==> src/rtl/matvec_seq_pkg.sv <==
// rtl/matvec_seq_pkg.sv - shared FSM encoding, word-width derivation and saturation limits for matvec_seq
package matvec_seq_pkg;

   typedef enum logic [2:0] {
      IDLE   = 3'd0,
      FETCH  = 3'd1,
      RUN    = 3'd2,
      STORE  = 3'd3,
      FINISH = 3'd4
   } state_t;

   localparam int DEF_QN = 6;
   localparam int DEF_QM = 11;

   function automatic int calc_bitwidth(input int qn, input int qm);
      return qn + qm + 1;
   endfunction

   // Limits are returned in 64 bits; callers slice them down to their own word width.
   function automatic logic [63:0] sat_max_val(input int w);
      return (64'd1 << (w - 1)) - 64'd1;
   endfunction

   function automatic logic [63:0] sat_min_val(input int w);
      return ~sat_max_val(w);
   endfunction

endpackage

==> src/rtl/matvec_seq_sat_add.sv <==
// rtl/matvec_seq_sat_add.sv - combinational signed saturating adder
module sat_add
   import matvec_seq_pkg::*;
#(
   parameter int W = 18
) (
   input  logic signed [W-1:0] a,
   input  logic signed [W-1:0] b,
   output logic signed [W-1:0] y
);

   localparam logic [63:0] MAX_L = sat_max_val(W);
   localparam logic [63:0] MIN_L = sat_min_val(W);

   logic signed [W:0] sum;

   // One guard bit: overflow shows up as disagreement between the two top bits.
   always_comb begin
      sum = {a[W-1], a} + {b[W-1], b};
      if (sum[W] != sum[W-1]) begin
         y = sum[W] ? MIN_L[W-1:0] : MAX_L[W-1:0];
      end else begin
         y = sum[W-1:0];
      end
   end

endmodule

==> src/rtl/matvec_seq.sv <==
// rtl/matvec_seq.sv - sequences one matrix-vector pass: per row fetch bias, run dot product, store saturated sum
module matvec_seq
   import matvec_seq_pkg::*;
#(
   parameter int N_ROWS  = 16,
   parameter int QN      = DEF_QN,
   parameter int QM      = DEF_QM,
   parameter int RD_LAT  = 1,
   parameter int TIMEOUT = 64,
   localparam int BITWIDTH = calc_bitwidth(QN, QM),
   localparam int AW       = (N_ROWS > 1) ? $clog2(N_ROWS) : 1
) (
   input  logic                       clk,
   input  logic                       reset,
   input  logic                       start,
   output logic                       busy,
   output logic                       done,
   output logic                       error,
   output logic [AW-1:0]              rowAddr,
   input  logic signed [BITWIDTH-1:0] biasIn,
   output logic                       dpClear,
   input  logic                       dpReady,
   input  logic signed [BITWIDTH-1:0] dpResult,
   output logic                       resWe,
   output logic [AW-1:0]              resAddr,
   output logic signed [BITWIDTH-1:0] resData
);

   localparam int WDW = (TIMEOUT > 1) ? $clog2(TIMEOUT) : 1;
   localparam logic [AW-1:0]  ROW_LAST   = AW'(N_ROWS - 1);
   localparam logic [1:0]     FETCH_LAST = 2'(RD_LAT - 1);
   localparam logic [WDW-1:0] WD_LAST    = WDW'(TIMEOUT - 1);

   state_t                       state;
   logic [AW-1:0]                row;
   logic [1:0]                   fcnt;
   logic [WDW-1:0]               wd;
   logic signed [BITWIDTH-1:0]   bias_q;
   logic signed [BITWIDTH-1:0]   bias_sel;
   logic signed [BITWIDTH-1:0]   sum_sat;

   // Bias arrives in the first RUN cycle, so a completion in that same cycle uses it directly.
   assign bias_sel = (wd == '0) ? biasIn : bias_q;

   sat_add #(.W(BITWIDTH)) u_sat (
      .a (dpResult),
      .b (bias_sel),
      .y (sum_sat)
   );

   always_ff @(posedge clk) begin
      if (reset) begin
         state   <= IDLE;
         row     <= '0;
         fcnt    <= '0;
         wd      <= '0;
         bias_q  <= '0;
         error   <= 1'b0;
         busy    <= 1'b0;
         done    <= 1'b0;
         resWe   <= 1'b0;
         rowAddr <= '0;
         resAddr <= '0;
         resData <= '0;
         dpClear <= 1'b1;
      end else begin
         done  <= 1'b0;
         resWe <= 1'b0;
         case (state)
            IDLE: begin
               if (start) begin
                  state   <= FETCH;
                  row     <= '0;
                  rowAddr <= '0;
                  fcnt    <= '0;
                  error   <= 1'b0;
                  busy    <= 1'b1;
               end
            end
            FETCH: begin
               if (fcnt == FETCH_LAST) begin
                  state   <= RUN;
                  dpClear <= 1'b0;
                  wd      <= '0;
               end else begin
                  fcnt <= fcnt + 2'd1;
               end
            end
            RUN: begin
               if (wd == '0) bias_q <= biasIn;
               if (dpReady) begin
                  state   <= STORE;
                  dpClear <= 1'b1;
                  resWe   <= 1'b1;
                  resAddr <= row;
                  resData <= sum_sat;
               end else if (wd == WD_LAST) begin
                  state   <= IDLE;
                  dpClear <= 1'b1;
                  error   <= 1'b1;
                  busy    <= 1'b0;
               end else begin
                  wd <= wd + 1'b1;
               end
            end
            STORE: begin
               if (row == ROW_LAST) begin
                  state <= FINISH;
                  done  <= 1'b1;
               end else begin
                  state   <= FETCH;
                  row     <= row + 1'b1;
                  rowAddr <= row + 1'b1;
                  fcnt    <= '0;
               end
            end
            FINISH: begin
               state <= IDLE;
               busy  <= 1'b0;
            end
            default: state <= IDLE;
         endcase
      end
   end

endmodule

==> config.mk <==
export PLATFORM = sky130hd
export DESIGN_NAME = matvec_seq
export DESIGN_NICKNAME = d
export VERILOG_FILES = /design/src/rtl/matvec_seq_pkg.sv /design/src/rtl/matvec_seq_sat_add.sv /design/src/rtl/matvec_seq.sv
export SDC_FILE = /design/constraint.sdc
export NUM_CORES = 1
export LEC_CHECK = 0
export BUFFER_PORTS_ARGS = -buffer_cell sky130_fd_sc_hd__buf_2
export CORE_UTILIZATION = 32
export CTS_CLUSTER_SIZE = 10
export DETAILED_ROUTE_END_ITERATION = 12
export PLACE_DENSITY = 0.58
export SYNTH_ARGS = -nofsm -noshare
export SYNTH_HDL_FRONTEND = slang
export SYNTH_SLANG_ARGS = --single-unit
==> constraint.sdc <==
create_clock -name clk -period 11.2 [get_ports clk]
set_clock_uncertainty 0.05 [all_clocks]
set_input_delay 0.56 -clock clk [delete_from_list [all_inputs] [get_ports clk]]
set_output_delay 0.56 -clock clk [all_outputs]
set_load 0.01 [all_outputs]
==> flow_metrics.py <==
metrics = {
    "run_status": {
        "status": "complete, no violations",
    },
    "placement": {
        "dp_cells": 645,
        "place_hpwl_um": 7145,
        "gp_congestion": 0.8606,
        "io_buffers": 70,
    },
    "worst_setup_path": {
        "critical_path_required_ps": 11310,
        "end_kind": "register",
        "start_kind": "register",
        "cp_max_fo": 18,
        "worstSetupPathType": "register to register",
        "worstPathArrival_ps": 4430,
    },
    "grt": {
        "antenna_found_initial": 0,
        "grt_pass1_vias": 3316,
        "grt_pass1_wl_um": 15490,
        "grt.overflow.total": 0,
        "grt_max_degree": 56,
        "grtUsageTotal_pct": 16.56,
    },
    "synthesis": {
        "synth-edff-count": 0,
        "ys_seq_area_share_pct": 31.96,
        "synth_top_area_share_pct": 31.96,
        "async_flop_share_pct": 0,
        "synth_nets": 517,
        "synth_top_family_by_area": "simple AND/OR/NAND/NOR gates",
        "synth_area_per_cell_um2": 8.279,
        "synthMuxAreaShare_pct": 5.626,
        "synth_xor_area_share_pct": 4.161,
        "ys.warnings.count": 0,
        "synth.area.top_cells": "dfxtp_1 32%, nor2_1 8.2%, ha_1 7.3%, mux2_2 5.1%, a21oi_1 3.9%",
        "synth_most_common_cell": "nor2_1",
        "yosysTopAreaCell": "dfxtp_1",
        "synth_compound_area_share_pct": 19.24,
        "synth-main-ff-cell": "dfxtp_1",
        "yosys.area_share.adder_pct": 11.92,
        "synth-simple-area-share_pct": 22.80,
        "syn-instance-count": 454,
        "yosys.cell_types.count": 62,
        "ys_ff_latch": 60,
        "synthTopCellsByCount": "82 x nor2_1, 60 x dfxtp_1, 29 x a21oi_1",
        "syn-cell-area_um2": 3759,
    },
    "clocking": {
        "numCtsBuffers": 9,
        "clkTransAtPathRegs_ps": 50,
        "clockBufferDepth": 2,
        "worstSkewPairLatency_ps": 330,
        "root_buffer": "clkbuf_16",
        "postCtsSetupBuffers": 0,
        "cts_tree": "yes",
        "cts_sinks": 60,
        "holdBufCountCts": 0,
        "htreeDepth": 3,
        "post_cts_resized": 0,
    },
    "pwr": {
        "p_sw_share_pct": 29.18,
        "peakVddDrop_v": 0.0001006,
        "p_per_area_nw_per_um2": 158.7,
        "p_leak_nw": 1.865,
        "p_sw_w": 0.0002093,
        "power_frac_seq_pct": 32.7,
        "combPwrFrac_pct": 25.5,
        "p_clk_share_pct": 41.8,
        "p_int_w": 0.0005080,
    },
    "routing": {
        "routed-via-count": 3414,
        "drc": 0,
        "drt_iter0_markers": 174,
        "postRouteAntennaNets": 0,
        "dr.pass1.iters": 4,
        "vias_per_cell": 5.173,
        "wl_per_cell_um": 14.21,
        "routed_wl_um": 9379,
    },
    "floorplan": {
        "core_area_um2": 11420,
        "io_pins": 71,
        "die_width_um": 110.4,
        "start_util_pct": 32.92,
        "rows": 39,
        "dieHeight_um": 110.4,
        "die_area_um2": 12180,
    },
    "final_layout": {
        "antenna_cells": 0,
        "drive_gt1_share_pct": 26.31,
        "area_growth_pct": 20.27,
        "final_nets": 576,
        "stdcell_count": 660,
        "fillers": 1207,
    },
    "timing": {
        "worst_pin_slew_ps": 1125,
        "tns_ps": 0,
        "slew_headroom_pct": 24.98,
        "period_needed_ps": 4321,
        "fmax_mhz": 231.4,
        "min_period_over_period_pct": 38.58,
        "grt_setup_unrepaired": "false",
        "slew_viol_final": 0,
        "setup_viol": 0,
        "final_hold_viol_count": 0,
    },
    "run": {
        "max_cap_viol_count": 0,
    },
    "min_path": {
        "hp-class": "register to register",
    },
}
-- layout by cell type, fill, tap and decap left out, drive strengths merged, types with 5 or more instances in the layout --
master	netlist	layout
nand2	29	29
nor4	5	5
nand2b	6	6
nand4	5	5
maj3	14	14
clkbuf	16	11
xnor2	7	7
mux2	17	17
nor2	83	83
a211oi	18	18
a21o	9	9
and3	6	6
nor3	28	28
xor2	10	10
ha	22	22
o21ai	14	14
nand3	7	7
dfxtp	60	60
inv	12	12
buf	8	72
a21oi	31	31
-- final cells by class --
| type | instances | area, µm² | area share (%) |
|---|---|---|---|
| clock buffer | 11 | 252.7 | 5.591 |
| timing repair buffer | 72 | 365.4 | 8.082 |
| clock inverter | 4 | 72.57 | 1.605 |
| multi-input combinational | 357 | 2401 | 53.11 |
| sequential | 60 | 1201 | 26.57 |
| inverter | 13 | 48.80 | 1.079 |
| tap | 143 | 178.9 | 3.958 |
-- critical path, cell delays in order (launching register included) --
cell and delay, ps:
dfxtp_1 350, nor4_1 270, and2_1 710, mux2_2 430
ha_1 400, a21o_1 250, a21o_1 190, a21oi_1 190
nand3_2 100, xnor2_2 690, nand2_1 180, a211oi_2 260
nor3_1 80
-- cell families after synthesis --
| logic type | after synthesis |
|---|---|
| AND/OR/NAND/NOR | 184 |
| flip-flops | 60 |
| buffers and inverters | 37 |
| AO/OA/AOI/OAI | 100 |
| multiplexers | 19 |
| XOR/XNOR | 17 |
| adder cells (fa/ha/maj) | 37 |
-- per-stage QoR --
step	power (W)	util, %	hold slack [ps]	setup slack, ps	cell area, µm²
6_report	0.0007173	39.59	402.6	6879	4521
5_1_grt	0.0007570	39.59	428.4	6487	4521
4_1_cts	0.0007260	39.59	406.2	6834	4521
3_5_place_dp	0.0004231	36.74	399.0	6866	4195
3_3_place_gp	0.0004209	36.74	389.1	6978	4195
2_1_floorplan	0.0003829	-	403.8	7665	3759
-- worst paths after layout --
kind | from | end | slack, ps | cells after the start
setup / recovery | wd[2] | resData[13] | 6880 | 12
hold / removal | resAddr[2] | resAddr[2] | 400 | 2
setup reg to reg | wd[2] | resData[13] | 6880 | 12
hold reg to reg | resAddr[2] | resAddr[2] | 400 | 2
-- per-layer routing --
metal  global-route usage [%]  wire [µm]  up-vias
met5                        0          0        -
met4                    4.887         94        0
met3                    4.115        361        9
met2                    27.77       4522       59
met1                    20.87       4400     1595
li1                         -          -     1751
-- sequential cells by signal, indices dropped and copies added, names as in the netlist --
signal   flops
bias_q      18
busy         1
done         1
dpClear      1
error        1
fcnt         2
resAddr      4
resData     18
resWe        1
row          4
state        3
wd           6
-- power groups by stage --
stage	logic [W]	registers (W)	clock network [W]
after global routing	0.000204	0.000236	0.000316
after floorplan	0.000145	0.000238	0
after detailed placement	0.000184	0.000239	0
final	0.000183	0.000235	0.000300
after CTS	0.000185	0.000234	0.000306
after global placement	0.000182	0.000239	0
(Power assumes the default switching activity.)
